`config.mk`:
```
export PLATFORM = sky130hd
export DESIGN_NAME = reg_bank4_onehot
export DESIGN_NICKNAME = d
export VERILOG_FILES = /design/src/rtl/reg_bank_pkg.sv /design/src/rtl/onehot_check.sv /design/src/rtl/reg_bank4_onehot.sv
export SDC_FILE = /design/constraint.sdc
export NUM_CORES = 1
export LEC_CHECK = 0
export BUFFER_PORTS_ARGS = -buffer_cell sky130_fd_sc_hd__buf_2
export CORE_ASPECT_RATIO = 0.9
export CORE_UTILIZATION = 45
export DETAILED_ROUTE_END_ITERATION = 8
export GPL_ROUTABILITY_DRIVEN = 0
export HOLD_SLACK_MARGIN = 0.06
export PLACE_DENSITY = 0.63
export SLEW_MARGIN = 30
export SYNTH_ARGS = -nofsm -noshare
export SYNTH_HDL_FRONTEND = slang
export SYNTH_HIERARCHICAL = 1
export SYNTH_SLANG_ARGS = --single-unit
```
`constraint.sdc`:
```
create_clock -name clk -period 2.7 [get_ports clk]
set_input_delay 0 -clock clk [delete_from_list [all_inputs] [get_ports clk]]
set_output_delay 0 -clock clk [all_outputs]
set_load 0.01 [all_outputs]
```
`src/rtl/reg_bank_pkg.sv`:
```
// rtl/reg_bank_pkg.sv - shared sizes, FSM states and select classes for the 4-entry register bank
package reg_bank_pkg;

  localparam int N_ENTRIES = 4;
  localparam int ADDR_W    = 2;

  typedef enum logic {
    IDLE  = 1'b0,
    CLEAR = 1'b1
  } state_e;

  typedef enum logic [1:0] {
    SEL_NONE  = 2'd0,
    SEL_ONE   = 2'd1,
    SEL_MULTI = 2'd2
  } sel_class_e;

endpackage

```
`src/rtl/onehot_check.sv`:
```
// rtl/onehot_check.sv - classifies a decoder strobe vector as none / one-hot / multi-hot with index
module onehot_check
  import reg_bank_pkg::*;
(
  input  logic [N_ENTRIES-1:0] sel_i,
  output sel_class_e           class_o,
  output logic [ADDR_W-1:0]    idx_o
);

  // Exact-match table: anything that is neither zero nor a single bit is multi-hot.
  always_comb begin
    class_o = SEL_MULTI;
    idx_o   = '0;
    case (sel_i)
      4'b0000: class_o = SEL_NONE;
      4'b0001: begin class_o = SEL_ONE; idx_o = 2'd0; end
      4'b0010: begin class_o = SEL_ONE; idx_o = 2'd1; end
      4'b0100: begin class_o = SEL_ONE; idx_o = 2'd2; end
      4'b1000: begin class_o = SEL_ONE; idx_o = 2'd3; end
      default: class_o = SEL_MULTI;
    endcase
  end

endmodule

```
`src/rtl/reg_bank4_onehot.sv`:
```
// rtl/reg_bank4_onehot.sv - 4-entry register bank with one-hot write selects and clear sweep; REG_BANK_BYPASS_EN enables write-through reads
module reg_bank4_onehot
  import reg_bank_pkg::*;
#(
  parameter int DATA_W = 32
) (
  input  logic                 clk,
  input  logic                 rst_n,
  input  logic                 wr_valid,
  output logic                 wr_ready,
  input  logic [N_ENTRIES-1:0] wr_sel,
  input  logic [DATA_W-1:0]    wr_data,
  input  logic                 clear_req,
  input  logic [ADDR_W-1:0]    rd_addr0,
  output logic [DATA_W-1:0]    rd_data0,
  input  logic [ADDR_W-1:0]    rd_addr1,
  output logic [DATA_W-1:0]    rd_data1,
  output logic [N_ENTRIES-1:0] entry_valid,
  output logic                 sel_err,
  output logic                 busy
);

  state_e                state_q, state_d;
  logic [ADDR_W-1:0]     idx_q, idx_d;
  logic [DATA_W-1:0]     entry_q [N_ENTRIES];
  logic [N_ENTRIES-1:0]  valid_q;
  logic                  sel_err_q;
  logic [DATA_W-1:0]     rd_data0_q, rd_data1_q;
  logic [DATA_W-1:0]     rd_data0_d, rd_data1_d;

  sel_class_e            sel_class;
  logic [ADDR_W-1:0]     wr_idx;
  logic                  wr_acc;
  logic                  wr_one;

  onehot_check u_onehot_check (
    .sel_i   (wr_sel),
    .class_o (sel_class),
    .idx_o   (wr_idx)
  );

  assign wr_acc = wr_valid & wr_ready;
  assign wr_one = wr_acc && (sel_class == SEL_ONE);

  // State and sweep index registers.
  always_ff @(posedge clk or negedge rst_n) begin
    if (!rst_n) begin
      state_q <= IDLE;
      idx_q   <= '0;
    end else begin
      state_q <= state_d;
      idx_q   <= idx_d;
    end
  end

  // Next state: a clear request in IDLE starts a 4-cycle sweep; requests during the sweep are ignored.
  always_comb begin
    state_d = state_q;
    idx_d   = idx_q;
    case (state_q)
      IDLE: begin
        idx_d = '0;
        if (clear_req) state_d = CLEAR;
      end
      CLEAR: begin
        idx_d = idx_q + 1'b1;
        if (idx_q == ADDR_W'(N_ENTRIES - 1)) state_d = IDLE;
      end
      default: begin
        state_d = IDLE;
        idx_d   = '0;
      end
    endcase
  end

  // Handshake and status outputs decode directly from the current state.
  always_comb begin
    wr_ready = 1'b1;
    busy     = 1'b0;
    case (state_q)
      IDLE:    begin wr_ready = 1'b1; busy = 1'b0; end
      CLEAR:   begin wr_ready = 1'b0; busy = 1'b1; end
      default: begin wr_ready = 1'b1; busy = 1'b0; end
    endcase
  end

  // Storage: the sweep zeroes one entry per cycle; writes only land in IDLE since wr_ready is low otherwise.
  always_ff @(posedge clk or negedge rst_n) begin
    if (!rst_n) begin
      for (int i = 0; i < N_ENTRIES; i++) entry_q[i] <= '0;
      valid_q <= '0;
    end else if (state_q == CLEAR) begin
      entry_q[idx_q] <= '0;
      valid_q[idx_q] <= 1'b0;
    end else if (wr_one) begin
      entry_q[wr_idx] <= wr_data;
      valid_q[wr_idx] <= 1'b1;
    end
  end

  // Read muxes; optional forwarding of a one-hot write aimed at the same entry.
  always_comb begin
    rd_data0_d = entry_q[rd_addr0];
    rd_data1_d = entry_q[rd_addr1];
`ifdef REG_BANK_BYPASS_EN
    if (wr_one && (wr_idx == rd_addr0)) rd_data0_d = wr_data;
    if (wr_one && (wr_idx == rd_addr1)) rd_data1_d = wr_data;
`endif
  end

  // Registered read ports and the one-cycle multi-hot error pulse.
  always_ff @(posedge clk or negedge rst_n) begin
    if (!rst_n) begin
      rd_data0_q <= '0;
      rd_data1_q <= '0;
      sel_err_q  <= 1'b0;
    end else begin
      rd_data0_q <= rd_data0_d;
      rd_data1_q <= rd_data1_d;
      sel_err_q  <= wr_acc && (sel_class == SEL_MULTI);
    end
  end

  assign rd_data0    = rd_data0_q;
  assign rd_data1    = rd_data1_q;
  assign entry_valid = valid_q;
  assign sel_err     = sel_err_q;

endmodule
```
* After elaboration in Yosys (flattened, before gate mapping)
Index checks and enable logic that the tools add are counted.
** Operators by class
- Add/subtract/negate cells :: 1
- $lt $le $gt $ge :: 10
- Equality and inequality tests :: 7
- Multiplexer cells :: 27
- Bitwise operators :: 11
- Reductions and logical operators :: 9
** Operator list (number)
- 128-bit 2-to-1 mux :: 2
- 32-bit 2-to-1 mux :: 6
- 128-bit bitwise AND :: 1
- 32-bit binary-select mux with 2-bit select :: 2
- 128-bit bitwise mux :: 1
- 32-bit demux with 2-bit select :: 2
- 128-bit inverter :: 1
- 3-bit >= comparator, second input constant :: 4
- 2-bit inverter with 3-bit output :: 4
- 4-bit 2-to-1 mux :: 2
- 2-bit case mux with 2 select lines :: 2
- 1-bit logical AND :: 6
- 2-bit by 3-bit less-than comparator with 1-bit output, second input constant :: 2
- 3-bit by 1-bit less-than comparator with 1-bit output, second input constant :: 2
- 1-bit case mux with 2 select lines :: 3
- 2-bit case mux with 3 select lines :: 1
- 4-bit bitwise AND :: 1
- 1-bit demux with 2-bit select :: 2
- 2-bit == test, second input constant :: 2
- 4-bit by 1-bit == test with 1-bit output, second input constant :: 1
- 4-bit by 2-bit == test with 1-bit output, second input constant :: 1
- 4-bit by 3-bit == test with 1-bit output, second input constant :: 1
- 4-bit == test, second input constant :: 1
- 2-bit by 1-bit >= comparator with 1-bit output, second input constant :: 2
- 10 further kinds :: 13
** Word-level totals
- Bits in registers :: 200
- Input port bits :: 44
- Output and inout port bits :: 71
- Logic and storage cells :: 75

* Depth between registers and ports, before layout
Gate-level depths: netlist of the first run.
- Word-level depth :: 10
- Depth in mapped cells :: 7
- Gate-level depth less buffers :: 5

* By module
Netlist of the first run, hierarchy kept.
** Modules (own cells, without submodules)
- reg_bank4_onehot :: times used 1, cells each 897, area each 9955.8 um2
- onehot_check :: times used 1, cells each 11, area each 70.1 um2

* Least setup slack after synthesis of the first run
Ideal clock, no wire load.
- Kind :: input to register
- Start point :: in wr_sel[1]
- End point :: reg entry_q[5] (netlist name)
- Arrival time :: 1219 ps
- Required time :: 2568 ps
- Setup slack :: 1349 ps
- Cell stages on the path :: 6
- Cell sequence :: xnor2_1 -> nor3_1 -> inv_2 -> nor2_2 -> clkbuf_2 -> o211ai_1
** On the way
- Cells in the longest elaborated chain, start to end :: 10
- Elaborated cells on any way between the ends :: 20
** RTL lines
- from (decl) :: RTL line reg_bank4_onehot.sv:11 : input logic [N_ENTRIES-1:0] wr_sel,
- 4-bit == test, or another cell as far along :: RTL line onehot_check.sv:14 : case (sel_i)
- 2-bit case mux with 3 select lines * :: RTL line onehot_check.sv:14
- net wr_idx[0] :: RTL line reg_bank4_onehot.sv:32 : logic [ADDR_W-1:0] wr_idx;
- 2-bit inverter with 3-bit output (not written as such) * :: RTL line reg_bank4_onehot.sv:96 : entry_q[wr_idx] <= wr_data;
- 3-bit >= comparator (not written as such) / 3-bit by 1-bit less-than comparator with 1-bit output (equally long branches) :: RTL line reg_bank4_onehot.sv:96
- 1-bit logical AND (not written as such) :: RTL line reg_bank4_onehot.sv:96
- 32-bit 2-to-1 mux (not written as such) :: RTL line reg_bank4_onehot.sv:96
- 32-bit demux with 2-bit select * :: RTL line reg_bank4_onehot.sv:96
- 128-bit bitwise mux * :: RTL line reg_bank4_onehot.sv:96
- 128-bit 2-to-1 mux * :: RTL line reg_bank4_onehot.sv:95 : end else if (wr_one) begin
- 128-bit 2-to-1 mux * :: RTL line reg_bank4_onehot.sv:92 : end else if (state_q == CLEAR) begin
- to (signal, indexed assignment) :: RTL line reg_bank4_onehot.sv:96
- to (decl) :: RTL line reg_bank4_onehot.sv:25 : logic [DATA_W-1:0] entry_q [N_ENTRIES];
The timed path passes the listed nets; every way through them passes the cells marked *. The select of a mux whose other input is x is not followed.
A chain may end at the register's enable or synchronous reset.

* Worst setup path in the final report of the first run
- Start point :: reg state_q
- End point :: reg sel_err_q, in the netlist sel_err
** On the way
- Cells in the longest elaborated chain, start to end :: 4
** RTL lines
- from (decl) :: RTL line reg_bank4_onehot.sv:23 : state_e state_q, state_d;
- from (signal assigned) :: RTL line reg_bank4_onehot.sv:51 : state_q <= state_d;
- 1-bit inverter
- 1-bit case mux with 2 select lines * :: RTL line reg_bank4_onehot.sv:80 : case (state_q)
- 1-bit bitwise AND * :: RTL line reg_bank4_onehot.sv:42 : assign wr_acc = wr_valid & wr_ready;
- 1-bit logical AND * :: RTL line reg_bank4_onehot.sv:120 : sel_err_q <= wr_acc && (sel_class == SEL_MULTI);
- to (signal assigned) :: RTL line reg_bank4_onehot.sv:120
- to (decl) :: RTL line reg_bank4_onehot.sv:27 : logic sel_err_q;
Every way passes the cells marked *; elsewhere a longest branch is shown, timed or not.

==> impl_metrics.csv, run 1 <==
group,metric,value,unit
timing,relSlewSlack,0.438,
floorplanning,die_height,144,µm
min_path,hp-class,"primary input to async pin",
routing,drtIter0Drc,718,
finish,drive_gt1_frac,0.250,
floorplanning,initial_core_util,0.461,
worst_setup_path,critical_path.max_stage_delay,0.67,ns
routing,drt-total-wl,28.1,mm
grt,grt_pass1_wl,44.7,mm
floorplanning,die-area,22900,µm²
power_and_ir_drop,switching_share,0.365,
synthesis,synth.distinct_cells,37,
synthesis,synthMostInstantiatedCell,"dfrtp_1",
floorplanning,rows,51,
power_and_ir_drop,power_frac_comb,0.309,
timing,period_needed,2.17,ns
worst_setup_path,crit_slowest_cell,"dfrtp_4",
power_and_ir_drop,p_int,6.52,mW
outcome,status,"complete, no violations",
synthesis,synth_nets,956,
worst_setup_path,start_kind,"register",
finish,area_growth_syn_to_layout,17.6,%
finish,n_antenna_cell,0,
floorplanning,die_w,159,µm
floorplanning,io_pins,115,
synthesis,synth-seq-area-share,0.499,
worst_setup_path,rrSetupSlack,0.53,ns
grt,antenna_found_initial,0,
power_and_ir_drop,power.share.sequential,0.432,
finish,ff_latch_area,5010,µm²
routing,routed_via_density,5.99,
clock_tree,cts_buffers,17,
grt,overflow,0,
synthesis,syn_inst,908,
clock_tree,cts.sinks,200,
synthesis,yosys.area.top_type,"dfrtp_1",
place,place_ws,0.807,ns
grt,grtUsageTotal,0.256,
worst_setup_path,crit_buf_inv,2,
worst_setup_path,crit_arrival,2.48,ns
place,dpl_cell_area,10800,µm²
timing,slew_violations,0,
grt,grt_pass1_vias,7938,
worst_setup_path,critPathTopFamily,"buffers and inverters",
clock_tree,root_buffer,"clkbuf_16",
synthesis,synth_edf_count,0,
synthesis,syn_area_per_cell,11.0,µm²
worst_setup_path,path_max_fanout,58,
routing,dr.pass1.iters,5,
synthesis,syn_area,10000,µm²
timing,fmax,461,MHz
finish,final_nets,1074,
clock_tree,cts_max_path_buffers,2,
timing,rsz0062_at_grt,"no",
timing,fin_ws,0.531,ns
worst_setup_path,required,3.01,ns
clock_tree,cts_max_level,4,
routing,wl_per_cell,21.1,µm
clock_tree,cts_tree,"done",
worst_setup_path,end_kind,"register",
synthesis,synth_top_cell_area_share,0.499,
synthesis,ys_ff_latch,200,
worst_setup_path,timing.rr.start,"state_q",
worst_setup_path,reg2reg_to,"sel_err",
timing,finalCritPeriodShare,0.803,
synthesis,ys.flop_type,"dfrtp_1",
grt,grt_max_degree,63,
timing,clock_skew,0.0115,ns
power_and_ir_drop,power_switching,3.75,mW
run,cap_violations,0,
clock_tree,clk_pin_slew,0.07,ns
synthesis,yosys_warnings,6,
finish,stdcell_area,11800,µm²
power_and_ir_drop,ir_drop,0.000583,V
routing,drc,0,
synthesis,synthTopCellsByCount,"dfrtp_1, nand2_1, inv_1",
worst_setup_path,cp_cell_sequence,"buf_4 -> nor4bb_1 -> dlygate4sd3_1",
finish,multi_input_area,4130,µm²
place,place_hpwl,17.2,mm
power_and_ir_drop,clkPwrFrac,0.259,
place,numPortBuffers,114,
worst_setup_path,crit_type,"register to register",
timing,worst_pin_slew,0.843,ns
synthesis,synth-async-reset-ratio,1.00,
timing,setup_viol,0,
floorplanning,core,21800,µm²
synthesis,synth.area.top_cells,"dfrtp_1, mux4_2, o311ai_1, nand3_1, nand2_1",
timing,holdWs,0.0976,ns
power_and_ir_drop,powerDensity,872,nW/µm²
routing,drtAntennaViolNets,0,
clock_tree,clk_latency,0.43,ns
finish,fillCellCount,1868,
routing,route.vias.total,7954,
timing,tns,0,ns
timing,final_hold_viol_count,0,
power_and_ir_drop,p_leak,5.09,nW
worst_setup_path,reg2reg_depth,3,
flip-flops by register name, summed over array words and instances, names as in the netlist:
| name | flops |
|---|---|
| entry_valid | 4 |
| state_q | 1 |
| sel_err | 1 |
| rd_data1 | 32 |
| rd_data0 | 32 |
| entry_q | 128 |
| idx_q | 2 |
cells in the final DEF (no fill, tap or decap), types with 2 or more instances in the layout:
master and count:
xnor2_1 2, clkinvlp_4 3, clkbuf_16 17, a211o_1 2, mux4_2 64, nor2_1 3, buf_4 36, o211ai_1 15
nand3_1 117, nor2_4 5, buf_2 113, ha_1 4, nor3_1 2, inv_1 120, dlygate4sd3_1 36, nand2_1 136
o311ai_1 117, a21o_1 5, inv_6 3, o211a_1 2, a21boi_0 4, nand4_1 3, bufinv_16 3, nor2b_4 5
clkbuf_8 3, dfrtp_1 199, clkbuf_1 2
metrics by stage:
| stage | utilization | total power, mW | std cells |
|---|---|---|---|
| after global routing | 0.542 | 10.8 | 1328 |
| after floorplan | - | 6.40 | 908 |
| after global placement | 0.498 | 7.49 | 1262 |
| after CTS | 0.542 | 10.3 | 1328 |
| after detailed placement | 0.498 | 7.59 | 1262 |
| final | 0.542 | 10.3 | 1328 |
power groups by stage:
stage,Sequential [mW],Clock (mW),Combinational (mW)
3_5_place_dp,4.47,0,3.11
6_report,4.44,2.66,3.18
2_1_floorplan,4.39,0,2.01
5_1_grt,4.55,2.80,3.44
3_3_place_gp,4.43,0,3.06
4_1_cts,4.43,2.70,3.17
worst reg2reg max path, stage by stage, from the launching register on:
cell	delay, ns
dfrtp_4	0.67
buf_4	0.61
nor4bb_1	0.18
dlygate4sd3_1	0.59
logic make-up after synthesis:
| kind of cell | after synthesis | share of synthesized area |
|---|---|---|
| muxes | 64 | 0.144 |
| adders and majority gates | 4 | 0.00499 |
| DFF | 200 | 0.499 |
| xor gates and xnor gates | 3 | 0.00262 |
| buffers and inverters | 209 | 0.0948 |
| and+or+nand+nor | 280 | 0.129 |
| AOI/OAI and AO/OA | 148 | 0.126 |
cell type report:
| type | count | share of cell area |
|---|---|---|
| repair buffers | 187 | 0.104 |
| clock buffers | 21 | 0.0391 |
| multi-input cells | 499 | 0.350 |
| flip-flops and latches | 200 | 0.425 |
| clock inverters | 9 | 0.0118 |
| well taps | 291 | 0.0309 |
| inverters | 121 | 0.0385 |
what timing repair did:
action | CTS | global route
endpoints found under the hold margin | 328 | 0
hold buffers | 36 | 0
gates resized for setup | 0 | 0
setup buffers | 0 | 0
worst max path at each step:
stage	from	to	cells past startpoint	slack (ns)
global placement	state_q	entry_q[77]	4	0.86
detailed placement	state_q	entry_q[86]	4	0.81
CTS	state_q	sel_err	3	0.55
floorplan	wr_sel[1]	entry_q[5]	6	1.35
global route	state_q	sel_err	3	0.46
finish	state_q	sel_err	3	0.53
routing by layer:
| layer | up-vias | global-route usage | part of all wire |
|---|---|---|---|
| met5 | - | 0 | 0 |
| met3 | 40 | 0.0384 | 0.075 |
| li1 | 3510 | - | - |
| met1 | 4007 | 0.367 | 0.44 |
| met2 | 397 | 0.398 | 0.47 |
| met4 | 0 | 0.0911 | 0.016 |
(Power assumes the default switching activity.)
==> run 2, diff against run 1 <==
Clock period 2.7 ns to 2 ns, I/O delays scaled along.
==> run 2 against run 1 <==
  * First-iteration DRC count down 5.6%
  * Global-route usage hardly changed
  * Clock skew grew 0.00099 ns
  * Clock-buffer cell count unchanged
  * Register-to-register slack worse by 0.11 ns
  * Die area unchanged
  * Highest routed layer unchanged
  * Critical path type is now primary input to register
  * Worst setup slack worse by 0.42 ns
==> impl_metrics.csv, run 2 (synthesis gave the netlist of run 1 again) <==
group,metric,value,unit
power_and_ir_drop,p_leak,5.19,nW
finish,layout.cells.most_common_list,"dfrtp_1, nand2_1, inv_1, nand3_1, o311ai_1",
finish,layout_commonest_cell,"dfrtp_1",
timing,tns,0,ns
worst_setup_path,crit_slowest_cell,"dlygate4sd3_1",
timing,clock_skew,0.0125,ns
grt,grtUsageTotal,0.256,
clock_tree,cts_buffers,17,
routing,drtIter0Drc,678,
power_and_ir_drop,power_switching,5.09,mW
clock_tree,clk_pin_slew,0.07,ns
clock_tree,clk_latency,0.43,ns
timing,setup_viol,0,
worst_setup_path,crit_top_cell,"buf_4",
timing,worst_pin_slew,0.665,ns
floorplanning,die-area,22900,µm²
worst_setup_path,start_kind,"primary input",
floorplanning,io_pins,115,
routing,dr.pass1.iters,5,
place,numPortBuffers,114,
grt,grt_pass1_wl,44.8,mm
floorplanning,core,21800,µm²
grt,grt_max_degree,67,
finish,final_util,0.554,
routing,drtAntennaViolNets,0,
routing,wl_per_cell,21.0,µm
routing,drc,0,
timing,final_hold_viol_count,0,
power_and_ir_drop,power_frac_comb,0.325,
clock_tree,cts.sinks,200,
worst_setup_path,crit_arrival,2.21,ns
floorplanning,die_height,144,µm
finish,drive_gt1_frac,0.256,
power_and_ir_drop,p_int,9.00,mW
power_and_ir_drop,switching_share,0.361,
routing,routed_via_density,6.04,
timing,relSlewSlack,0.557,
power_and_ir_drop,power.share.sequential,0.423,
grt,overflow,0,
min_path,hp-class,"primary input to async pin",
clock_tree,cts_tree,"done",
clock_tree,root_buffer,"clkbuf_16",
finish,area_growth_syn_to_layout,20.3,%
outcome,status,"complete, no violations",
timing,period_needed,1.88,ns
grt,grt_pass1_vias,7966,
worst_setup_path,path_max_fanout,17,
floorplanning,die_w,159,µm
timing,rsz0062_at_grt,"no",
finish,regMostFlops,"entry_q",
power_and_ir_drop,ir_drop,0.000729,V
worst_setup_path,crit_type,"primary input to register",
clock_tree,cts_max_level,4,
routing,route.vias.total,8082,
place,place_hpwl,17.5,mm
worst_setup_path,required,2.32,ns
finish,final_nets,1083,
timing,finalCritPeriodShare,0.942,
routing,drt-total-wl,28.1,mm
timing,fmax,531,MHz
run,cap_violations,0,
finish,n_antenna_cell,0,
power_and_ir_drop,powerDensity,1170,nW/µm²
clock_tree,cts_max_path_buffers,2,
worst_setup_path,critical_path.max_stage_delay,0.53,ns
grt,antenna_found_initial,0,
floorplanning,rows,51,
worst_setup_path,end_kind,"register",
worst_setup_path,cp_cell_sequence,"dlygate4sd3_1 -> buf_2 -> or2_1 -> nor2_1 -> nand4bb_1 -> buf_4 -> nor2_4 -> buf_4 -> o311ai_1",
finish,largest_register_ff_count,128,
timing,slew_violations,0,
floorplanning,initial_core_util,0.461,
power_and_ir_drop,clkPwrFrac,0.252,
run 2: cell types whose count changed in the layout (fill, tap and decap cells not counted), sizes merged:
cell / previous run / this run
clkinvlp: 3 / 1
dlygate4sd3: 36 / 37
buf: 150 / 158
clkinv: 0 / 3
run 2: worst max-delay path: cells and delay by family:
| family | cells | cell delay (ns) |
|---|---|---|
| simple gates | 4 | 0.79 |
| buf+inv | 4 | 1.11 |
| compound gates | 1 | 0.29 |
run 2: area by class of cell:
type	count	area, µm²
Fill cell	1851	9700
Inverter	121	454
Multi-Input combinational cell	499	4140
Clock inverter	10	143
Clock buffer	21	450
Sequential cell	200	5010
Timing Repair Buffer	196	1500
Tap cell	291	364
run 2: power groups by stage:
stage / registers (mW) / clock network (mW) / logic [mW]
after global routing: 6.11 / 3.74 / 4.95
final: 5.97 / 3.55 / 4.58
after CTS: 5.96 / 3.60 / 4.56
after global placement: 5.97 / 0 / 4.42
after detailed placement: 6.02 / 0 / 4.48
after floorplan: 5.92 / 0 / 2.71
run 2: path summary, 6_finish.rpt:
kind	from	end	slack, ns	depth (start not counted)
worst max-delay path	wr_sel[1]	entry_q[121]	0.12	9
worst min-delay path	rst_n	rd_data0[25]	0.13	2
worst max register to register	state_q	entry_q[18]	0.42	4
worst min register to register	idx_q[0]	idx_q[0]	0.49	1
max in group asynchronous	rst_n	entry_q[77]	1.09	3
min in group clk	wr_sel[3]	sel_err	0.14	4
run 2: metal layers:
| metal | up-vias | track usage | part of all wire | wire, µm |
|---|---|---|---|---|
| met4 | 0 | 0.0749 | 0.017 | 491 |
| met3 | 33 | 0.0439 | 0.074 | 2090 |
| met1 | 4116 | 0.364 | 0.44 | 12400 |
| li1 | 3531 | - | - | - |
| met5 | - | 0 | 0 | 0 |
| met2 | 402 | 0.405 | 0.47 | 13100 |
run 2: timing repair:
item | in CTS | in global routing
buffers inserted | 0 | 0
setup endpoints to repair | 0 | 28
hold endpoints to repair | 262 | 0
hold buffers | 37 | 0
resized for setup | 0 | 1
run 2: metrics by stage:
step	std cells	cell area [µm²]	hold slack (ns)	power, mW	setup WS [ns]
after floorplan	908	10000	-0.296	8.64	0.649
after global placement	1270	11100	0.0298	10.4	0.272
after detailed placement	1270	11100	0.0275	10.5	0.222
after CTS	1338	12100	0.142	14.1	0.0995
after global routing	1338	12100	0.150	14.8	0.0236
final	1338	12100	0.132	14.1	0.115
==> run 3, diff against run 2 <==
Settings changed: CORE_UTILIZATION 45 to 59, PLACE_DENSITY 0.63 to 0.79, REMOVE_ABC_BUFFERS set to 1.
==> run 3 against run 2 <==
  * Worst setup slack improved by 0.010 ns
  * Maximum frequency increased by 0.54%
  * Sequential power about the same
  * Sequential share of layout area about the same
  * Total power increased by 3.3%
  * Die area decreased by 23%
  * Via count increased by 4.0%
  * Cell count decreased by 6.2%
  * Critical endpoint is now wr_ready
  * Highest routed layer unchanged
==> impl_metrics.csv, run 3 (synthesis gave the netlist of run 1 again) <==
group,metric,value,unit
clock_tree,cts_max_path_buffers,2,
worst_setup_path,crit_path_start,"state_q",
clock_tree,clk_pin_slew,0.07,ns
place,dpl_cell_area,10900,µm²
finish,final_nets,1083,
grt,grtUsageTotal,0.330,
finish,largest_register_ff_count,128,
min_path,hp-class,"primary input to register",
worst_setup_path,rrSetupSlack,0.16,ns
clock_tree,cts_buffers,17,
routing,drt-total-wl,27.9,mm
timing,rsz0062_at_grt,"no",
worst_setup_path,critical_path.max_stage_delay,0.45,ns
place,place_hpwl,15.8,mm
power_and_ir_drop,clkPwrFrac,0.255,
grt,grt_pass1_vias,8339,
grt,grt_max_degree,132,
power_and_ir_drop,ir_drop,0.000822,V
power_and_ir_drop,power_switching,5.20,mW
worst_setup_path,path_max_fanout,131,
power_and_ir_drop,power_frac_comb,0.335,
power_and_ir_drop,switching_share,0.357,
grt,grt_pass1_wl,44.1,mm
power_and_ir_drop,p_leak,5.24,nW
worst_setup_path,critPathTopFamily,"buffers and inverters",
clock_tree,root_buffer,"clkbuf_16",
finish,layout.cells.most_common_list,"dfrtp_1, nand2_1, inv_1, nand3_1, o311ai_1",
routing,drc,0,
worst_setup_path,end_kind,"output pin",
worst_setup_path,cp.depth,4,
run,cap_violations,0,
worst_setup_path,start_kind,"register",
worst_setup_path,reg2reg_to,"entry_q[39]",
finish,multi_input_area,4140,µm²
clock_tree,cts_max_level,4,
timing,relSlewSlack,0.600,
finish,layout_commonest_cell,"dfrtp_1",
routing,route.vias.total,8403,
timing,fmax,533,MHz
worst_setup_path,required,2.00,ns
finish,n_antenna_cell,0,
place,numPortBuffers,114,
worst_setup_path,cp-endpoint,"wr_ready",
clock_tree,clk_latency,0.44,ns
routing,drtAntennaViolNets,0,
min_path,min_path_cells,2,
timing,slew_violations,0,
routing,drtIter0Drc,1221,
worst_setup_path,crit_slowest_cell,"dfrtp_4",
floorplanning,initial_core_util,0.613,
floorplanning,io_pins,115,
floorplanning,die_w,139,µm
floorplanning,die_height,126,µm
worst_setup_path,crit_buf_inv,4,
floorplanning,rows,44,
routing,wl_per_cell,22.2,µm
power_and_ir_drop,p_int,9.37,mW
finish,drive_gt1_frac,0.259,
power_and_ir_drop,p_total,14.6,mW
outcome,status,"complete, no violations",
finish,fillCellCount,1085,
clock_tree,cts.sinks,200,
finish,area_growth_syn_to_layout,20.4,%
worst_setup_path,reg2reg_depth,6,
floorplanning,core,16400,µm²
worst_setup_path,cp_cell_sequence,"buf_16 -> clkinvlp_4 -> buf_4 -> buf_2",
timing,final_hold_viol_count,0,
finish,regMostFlops,"entry_q",
finish,ff_latch_area,5010,µm²
routing,dr.pass1.iters,6,
worst_setup_path,timing.rr.start,"state_q",
grt,overflow,0,
power_and_ir_drop,power.share.sequential,0.409,
routing,routed_via_density,6.70,
timing,setup_viol,0,
power_and_ir_drop,powerDensity,1210,nW/µm²
timing,worst_pin_slew,0.601,ns
clock_tree,cts_tree,"done",
floorplanning,die-area,17500,µm²
timing,clock_skew,0.00487,ns
worst_setup_path,crit_arrival,1.87,ns
timing,period_needed,1.87,ns
finish,stdcell_area,12100,µm²
worst_setup_path,crit_type,"register to output pin",
timing,finalCritPeriodShare,0.937,
grt,antenna_found_initial,0,
run 3: cell count changes in the layout (fill, tap and decap cells not counted), sizes merged:
cell,before,now
inv,124,121
bufinv,3,4
clkinvlp,1,2
clkinv,3,5
dlygate4sd3,37,38
buf,158,157
run 3: power groups by stage:
stage | clock network, mW | logic [mW] | registers (mW)
3_5_place_dp | 0 | 4.47 | 5.97
6_report | 3.72 | 4.89 | 5.96
2_1_floorplan | 0 | 2.01 | 6.15
3_3_place_gp | 0 | 4.30 | 5.88
4_1_cts | 3.74 | 4.58 | 5.93
5_1_grt | 3.94 | 5.16 | 6.08
run 3: per-stage QoR:
| step | hold WS (ns) | utilization | cells | TNS (ns) | setup slack, ns |
|---|---|---|---|---|---|
| floorplan | -0.296 | - | 820 | -303.72 | -2.72 |
| global placement | 0.0562 | 0.667 | 1175 | 0 | 0.0666 |
| detailed placement | 0.0609 | 0.669 | 1176 | 0 | 0.0388 |
| CTS | 0.0983 | 0.732 | 1246 | 0 | 0.00991 |
| global route | 0.123 | 0.738 | 1255 | 0 | 0.0240 |
| finish | 0.118 | 0.738 | 1255 | 0 | 0.125 |
run 3: routing by layer:
metal / vias to the layer above / routed length (µm) / GRT usage / share of wire
li1: 3545 / - / - / -
met1: 4198 / 10700 / 0.452 / 0.39
met2: 586 / 13500 / 0.516 / 0.48
met3: 74 / 2890 / 0.0798 / 0.10
met4: 0 / 742 / 0.124 / 0.027
met5: - / 0 / 0 / 0
run 3: worst min-delay path by stage:
stage	from	slack (ns)	to
global route	rd_addr0[1]	0.12	rd_data0[15]
detailed placement	rst_n	0.06	rd_data1[10]
finish	rd_addr0[1]	0.12	rd_data0[15]
floorplan	rst_n	-0.30	entry_q[0]
global placement	rst_n	0.06	rd_data1[10]
CTS	rd_addr0[1]	0.1	rd_data0[15]
run 3: what timing repair did:
action / CTS / global route
hold buffers: 38 / 0
gates resized for setup: 1 / 2
setup buffers: 0 / 9
endpoints found under the setup margin: 1 / 21
gates cloned: 0 / 0
endpoints found under the hold margin: 279 / 0
run 3: final cells by class:
| type | instances | area share |
|---|---|---|
| inverter | 121 | 0.0379 |
| tap | 207 | 0.0215 |
| clock inverter | 11 | 0.0140 |
| timing repair buffer | 196 | 0.130 |
| multi-input combinational | 499 | 0.343 |
| clock buffer | 21 | 0.0390 |
| sequential | 200 | 0.415 |
